## config.mk

```make
export PLATFORM = sky130hd
export DESIGN_NAME = i2c_inject_tx
export DESIGN_NICKNAME = d
export VERILOG_FILES = /design/src/rtl/i2c_inject_tx.sv
export SDC_FILE = /design/constraint.sdc
export NUM_CORES = 1
export LEC_CHECK = 0
export ABC_AREA = 1
export CORE_ASPECT_RATIO = 0.6
export CORE_MARGIN = 2
export CORE_UTILIZATION = 30
export DETAILED_ROUTE_END_ITERATION = 6
export PLACE_DENSITY = 0.49
export REMOVE_ABC_BUFFERS = 1
export SYNTH_ARGS = -nofsm -noshare
export SYNTH_HDL_FRONTEND = slang
export SYNTH_SLANG_ARGS = --single-unit
```

## constraint.sdc

```tcl
create_clock -name clk -period 3 [get_ports clk]
set_clock_uncertainty 0.2 [all_clocks]
set_input_delay 0.6 -clock clk [delete_from_list [all_inputs] [get_ports clk]]
set_output_delay 0.6 -clock clk [all_outputs]
set_load 0.1 [all_outputs]
```

## src/rtl/i2c_inject_tx.sv

```systemverilog
// i2c_inject_tx: write-only I2C master (START, addr+W, streamed data bytes, STOP) reporting {byte, ack} frames.
// Define I2C_STRETCH_EN to honour responder clock stretching in the SCL-high phase.
module i2c_inject_tx #(
  parameter int CLK_DIV = 250
) (
  input  logic       clk,
  input  logic       reset,
  input  logic       start_req,
  input  logic [6:0] dev_addr,
  input  logic [7:0] tx_data,
  input  logic       tx_last,
  input  logic       tx_valid,
  output logic       tx_ready,
  input  logic       scl_in,
  input  logic       sda_in,
  output logic       scl_oe,
  output logic       sda_oe,
  output logic [8:0] frame_out,
  output logic       frame_valid,
  output logic       busy,
  output logic       done,
  output logic       nack
);
  localparam int CW = CLK_DIV > 1 ? $clog2(CLK_DIV) : 1;
  localparam logic [CW-1:0] CNT_MAX = CW'(CLK_DIV - 1);
  typedef enum logic [2:0] {IDLE, START, ADDR, DATA, ACK, WAIT, STOP} state_t;
  state_t state, state_n;
  logic [CW-1:0] cnt;
  logic [1:0] q;
  logic [2:0] bit_cnt;
  logic [7:0] byte_r;
  logic last, ack_r, stall, adv, tick, end_cell, sda_c;
  assign adv = cnt == CNT_MAX;
`ifdef I2C_STRETCH_EN
  // A stretched cell parks at the end of q2; q3 then starts only once SCL is really high.
  assign stall = q == 2'd2 && !scl_in && (state == ADDR || state == DATA || state == ACK);
`else
  logic unused_scl;
  assign unused_scl = scl_in;
  assign stall = 1'b0;
`endif
  assign tick = adv && !stall;
  assign end_cell = tick && q == 2'd3;
  assign tx_ready = state == WAIT;
  assign busy = state != IDLE;
  always_ff @(posedge clk or negedge reset) begin
    if (!reset) state <= IDLE;
    else state <= state_n;
  end
  always_comb begin
    state_n = state;
    scl_oe = 1'b0;
    sda_c = 1'b0;
    unique case (state)
      IDLE: state_n = start_req ? START : IDLE;
      START: begin
        sda_c = q[1];
        state_n = end_cell ? ADDR : START;
      end
      ADDR, DATA: begin
        scl_oe = !q[1];
        sda_c = !byte_r[bit_cnt];
        if (end_cell && bit_cnt == 3'd0) state_n = ACK;
      end
      ACK: begin
        scl_oe = !q[1];
        if (end_cell) state_n = (ack_r || last) ? STOP : WAIT;
      end
      WAIT: begin
        scl_oe = 1'b1;
        if (tx_valid) state_n = DATA;
      end
      STOP: begin
        scl_oe = !q[1];
        sda_c = q != 2'd3;
        if (end_cell) state_n = IDLE;
      end
      default: state_n = IDLE;
    endcase
  end
  // SDA is registered so it always moves one cycle after SCL has been pulled low.
  always_ff @(posedge clk or negedge reset) begin
    if (!reset) begin
      cnt <= '0;
      q <= 2'd0;
      bit_cnt <= 3'd0;
      byte_r <= 8'd0;
      last <= 1'b0;
      ack_r <= 1'b0;
      sda_oe <= 1'b0;
      frame_out <= 9'd0;
      frame_valid <= 1'b0;
      done <= 1'b0;
      nack <= 1'b0;
    end else begin
      sda_oe <= sda_c;
      frame_valid <= 1'b0;
      done <= 1'b0;
      if (state == IDLE || state == WAIT) begin
        cnt <= '0;
        q <= 2'd0;
      end else begin
        cnt <= adv ? (stall ? cnt : '0) : cnt + 1'b1;
        if (tick) q <= q + 2'd1;
      end
      if (state == IDLE && start_req) begin
        byte_r <= {dev_addr, 1'b0};
        last <= 1'b0;
        nack <= 1'b0;
        bit_cnt <= 3'd7;
      end
      if (state == WAIT && tx_valid) begin
        byte_r <= tx_data;
        last <= tx_last;
        bit_cnt <= 3'd7;
      end
      if (end_cell && (state == ADDR || state == DATA)) bit_cnt <= bit_cnt - 3'd1;
      if (tick && q == 2'd2 && state == ACK) ack_r <= sda_in;
      if (end_cell && state == ACK) begin
        frame_out <= {byte_r, ack_r};
        frame_valid <= 1'b1;
        if (ack_r) nack <= 1'b1;
      end
      if (end_cell && state == STOP) done <= 1'b1;
    end
  end
endmodule

```

Yosys cells after proc, flatten, opt, wreduce, memory -nomap -nowiden
Cells that the tools add are included.
{ "totals": {"inputBits": 22, "output_inout_bits": 16, "ff_bits": 39, "word_cells": 81} }
{ "classes": {"n_lt_le_gt_ge": 1, "add_sub_neg": 3, "mux": 28, "reduce_logical": 23, "eq_ne": 14} }
{ "op_table": {"columns": ["op", "count"], "rows": [
  ["8-bit 2-to-1 mux", 4],
  ["3-bit 2-to-1 mux", 7],
  ["3-bit case mux with 6 select lines", 1],
  ["2-bit != test (second input constant)", 5],
  ["3-bit == test (second input constant)", 3],
  ["1-bit logical AND", 9],
  ["1-bit 2-to-1 mux", 9],
  ["8-bit by 1-bit adder with 8-bit output (second input constant)", 1],
  ["8-bit == test (second input constant)", 1],
  ["2-bit 2-to-1 mux", 4],
  ["3-bit by 2-bit == test with 1-bit output (second input constant)", 2],
  ["3-bit zero test", 2],
  ["3-bit nonzero test", 2],
  ["2-bit == test (second input constant)", 2],
  ["3-bit by 4-bit < comparator with 1-bit output (second input constant)", 1],
  ["4-bit AND reduction", 1],
  ["2-bit nonzero test", 2],
  ["4-bit OR reduction", 1],
  ["1-bit binary-select mux with 3-bit select", 1],
  ["3-bit by 1-bit == test with 1-bit output (second input constant)", 1],
  ["1-bit logical OR", 3],
  ["1-bit case mux with 3 select lines", 1],
  ["3-bit by 1-bit subtractor with 3-bit output (second input constant)", 1],
  ["2-bit by 1-bit adder with 2-bit output (second input constant)", 1],
  ["3 further kinds", 4]
]} }

Logic depth before layout (Yosys ltp)
{ "logic_depth": {"depth_word": 5, "ltp_mapped": 9, "ltp_nobuf": 9} }

Least setup slack after synthesis
Ideal clock, no wire load.
{ "synth_path": {"kind": "register to output", "startpoint": "register state[2]", "endpoint": "output scl_oe", "path_buffers": 0, "path_stages_with_launch": 4, "t_arrival_ns": 2.870, "required_time_ns": 2.200, "slack_ns": -0.670, "cell_sequence": "dfrtp_1 -> nand2_2 -> inv_1 -> o31ai_1"} }
{ "synth_between": {"elab_chain_cells": 3, "elab_cells_between_ends": 7, "cone_classes": "5 x eq/ne; 1 x mux; 1 x reduce/logical"} }
{ "synth_lines": {"columns": ["element", "line", "rtl"], "rows": [
  ["from (decl)", "27", "state_t state, state_n;"],
  ["from (signal assigned)", "48", "else state <= state_n;"],
  ["3-bit by 2-bit == test with 1-bit output / 3-bit == test (equally long branches)", "54", "unique case (state)"],
  ["4-bit OR reduction (no source line)", null, null],
  ["1-bit case mux with 2 select lines *", "54", null],
  ["to (decl)", "16", "output logic scl_oe,"]
]} }
Every way passes the cells marked *; elsewhere a longest branch is shown, timed or not.

Final worst setup path
Ends and elaborated chain as after synthesis.

==> impl_metrics.py <==
metrics = {
    "power": {
        "p_sw_uw": 426.8,
        "power_uw": 1527,
        "power_density_nw_per_um2": 584.3,
        "p_int_uw": 1100,
        "leakage_uw": 0.001325,
        "clockPowerShare_pct": 38.3,
        "seq_power_share_pct": 44.9,
        "swShare_pct": 27.96,
        "pwr-share-comb_pct": 16.7,
        "vdd_drop_max_mv": 0.2272,
    },
    "sta": {
        "rsz0062_at_grt": "false",
        "maxSlewViolCount": 0,
        "fin_crit_ns": 2.338,
        "setup_violations": 0,
        "fin_crit_sh_pct": 77.95,
        "fmax_mhz": 427.6,
        "finalSetupTns_ns": 0,
        "hold_violations": 0,
        "slew_headroom_pct": 39.19,
        "worst_slew_pin_slew_ns": 0.9122,
    },
    "worst_setup_path": {
        "crit_start": "state[2]",
        "cpPeakStageDelay_ns": 0.51,
        "worst-path-buf-inv": 2,
        "path_class": "flip-flop to primary output",
        "crit_slowest_cell": "dfrtp_1",
        "worstPathRequired_ns": 2.20,
        "reg2reg_from": "cnt[1]",
        "cp-end-kind": "primary output",
        "crit_chain": "nand2_2 -> inv_1 -> nand2_2 -> o31ai_1 -> buf_4",
        "crit_fanout": 7,
        "critPathTopFamily": "flip-flops",
        "cp-start-kind": "flip-flop",
        "arrival_ns": 1.54,
        "critPathMostFrequentCell": "nand2_2",
    },
    "global_routing": {
        "grt_pass1_vias": 1627,
        "grt_pass1_wl_mm": 8.300,
        "grt_max_degree": 40,
        "antenna_found_initial": 0,
        "grt_use_total_pct": 14.31,
        "grt-ovfl-total": 0,
    },
    "clocking": {
        "cts_hold_buf": 0,
        "worst_skew_pair.late_latency_ns": 0.28,
        "h-tree-depth": 2,
        "cts_root_buf": "clkbuf_16",
        "numCtsBuffers": 5,
        "clk_pin_slew_ns": 0.05,
        "cts_tree": "yes",
        "clockBufferDepth": 2,
        "cts_resized": 0,
        "clock-sinks": 39,
        "cts_setup_buffers": 0,
    },
    "synth": {
        "yosysTopAreaCell": "dfrtp_1",
        "synth_common_cells": "nand2_1, dfrtp_1, inv_1",
        "muxShareOfSynthArea_pct": 0,
        "syn_area_per_cell_um2": 8.098,
        "synth_top_area_share_pct": 47.82,
        "async_reset_ff_share_pct": 100.0,
        "yosysWarnings": 0,
        "synthSimpleGateAreaFrac_pct": 30.78,
        "ys_top_cells_by_area": "dfrtp_1, nand2_1, inv_1, nor2_1, nand3_1",
        "synthCells": 252,
        "synth_edf_count": 0,
        "yosys.cell_count.top_type": "nand2_1",
        "synth_adder_area_share_pct": 3.679,
        "yosys_register_bits": 39,
        "synth_area_um2": 2041,
        "synthXorXnorAreaFrac_pct": 2.146,
        "synth_cell_types": 26,
        "synth_seq_area_share_pct": 47.82,
        "synth_compound_area_share_pct": 8.829,
        "synth_ff_type": "dfrtp_1",
        "synth_top_family_by_area": "simple AND/OR/NAND/NOR gates",
    },
    "detailed_routing": {
        "drtPass1Iterations": 4,
        "ant_nets": 0,
        "vias": 1702,
        "drt_iter0_drc": 87,
        "detail_route.wirelength_mm": 4.770,
        "via_per_inst": 4.467,
        "drc": 0,
        "wl_per_cell_um": 12.52,
    },
    "flow_run": {
        "maxCapViolCount": 0,
    },
    "run_status": {
        "status": "finished clean",
    },
    "floorplan": {
        "dieArea_um2": 7500,
        "die_w_um": 110.5,
        "start_util_pct": 30.83,
        "coreArea_um2": 6619,
        "ios": 38,
        "rows": 23,
        "die_height_um": 67.89,
    },
    "layout": {
        "final.fill_count": 711,
        "drive_above_1_share_pct": 16.33,
        "area_growth_pct": 28.02,
        "nets": 322,
        "diodes": 0,
    },
    "placement": {
        "detailed_place_hpwl_mm": 3.652,
        "gp_congestion": 0.7877,
        "portBuffers": 36,
    },
    "hold_path": {
        "hp-class": "primary input to async pin",
    },
}
==> flip-flops by register name, indices dropped and copies added (netlist names) <==
register and flops:
bit_cnt 3, state 3, frame_out 9, last 1
ack_r 1, frame_valid 1, done 1, cnt 8
q 2, nack 1, byte_r 8, sda_oe 1
==> cells in the final DEF (no fill, tap or decap), drive strengths merged <==
cell type / count
xnor2: 2
ha: 6
nand3: 19
clkdlybuf4s50: 19
o211ai: 1
clkinv: 1
bufinv: 1
buf: 17
dfrtp: 39
clkbuf: 6
o31ai: 1
xor2: 3
nor2: 29
a21oi: 3
o21ai: 27
nand2: 85
inv: 31
nor3: 4
==> through the flow <==
step | hold slack [ns] | setup WS [ns] | instance area, um2 | cells | util, %
final | 0.2608 | 0.6616 | 2613 | 381 | 39.47
after global routing | 0.2962 | 0.5416 | 2613 | 381 | 39.47
after CTS | 0.2866 | 0.6508 | 2613 | 381 | 39.47
after detailed placement | 0.2710 | 0.9494 | 2454 | 374 | 37.07
after global placement | 0.2655 | 0.9636 | 2454 | 374 | 37.07
after floorplan | 0.1044 | -0.6697 | 2029 | 251 | -
==> area by class of cell <==
cell class              count  area [um2]  area share [%]
well taps                  87       108.9           4.167
repair buffers             36       315.3           12.07
multi-input cells         180       927.1           35.49
clock buffers               6       128.9           4.933
clock inverters             1       30.03           1.149
flip-flops and latches     39       975.9           37.36
inverters                  32       126.4           4.837
==> cell families after synthesis <==
kind of cell	count (synthesis)
AO/OA/AOI/OAI	32
buffers and inverters	33
XOR/XNOR	5
adder cells (fa/ha/maj)	6
AND/OR/NAND/NOR	137
flip-flops	39
==> power by group through the flow <==
| stage | Clock (uW) | Combinational, uW | Sequential [uW] |
|---|---|---|---|
| detailed placement | 0 | 258 | 694 |
| global placement | 0 | 256 | 692 |
| finish | 585 | 256 | 686 |
| floorplan | 0 | 173 | 673 |
| global route | 622 | 300 | 701 |
| CTS | 596 | 259 | 685 |
==> final timing paths <==
check                                    end  slack, ns  cells past startpoint
worst max-delay path                  scl_oe       0.66                      5
worst min-delay path                state[2]       0.26                      1
worst max register to register  frame_out[0]       1.11                      8
worst min register to register  frame_out[7]       0.28                      2
max in group asynchronous         bit_cnt[2]       1.77                      1
min in group clk                frame_out[7]       0.28                      2
==> per-layer routing <==
layer  track usage, %  up-vias  share of wire (%)
met5                0        -                  0
met4            2.813        0               0.48
met3            3.986        2                5.0
met2            19.25       46                 35
met1            22.41      772                 59
li1                 -      882                  -
(Power assumes the default switching activity.)
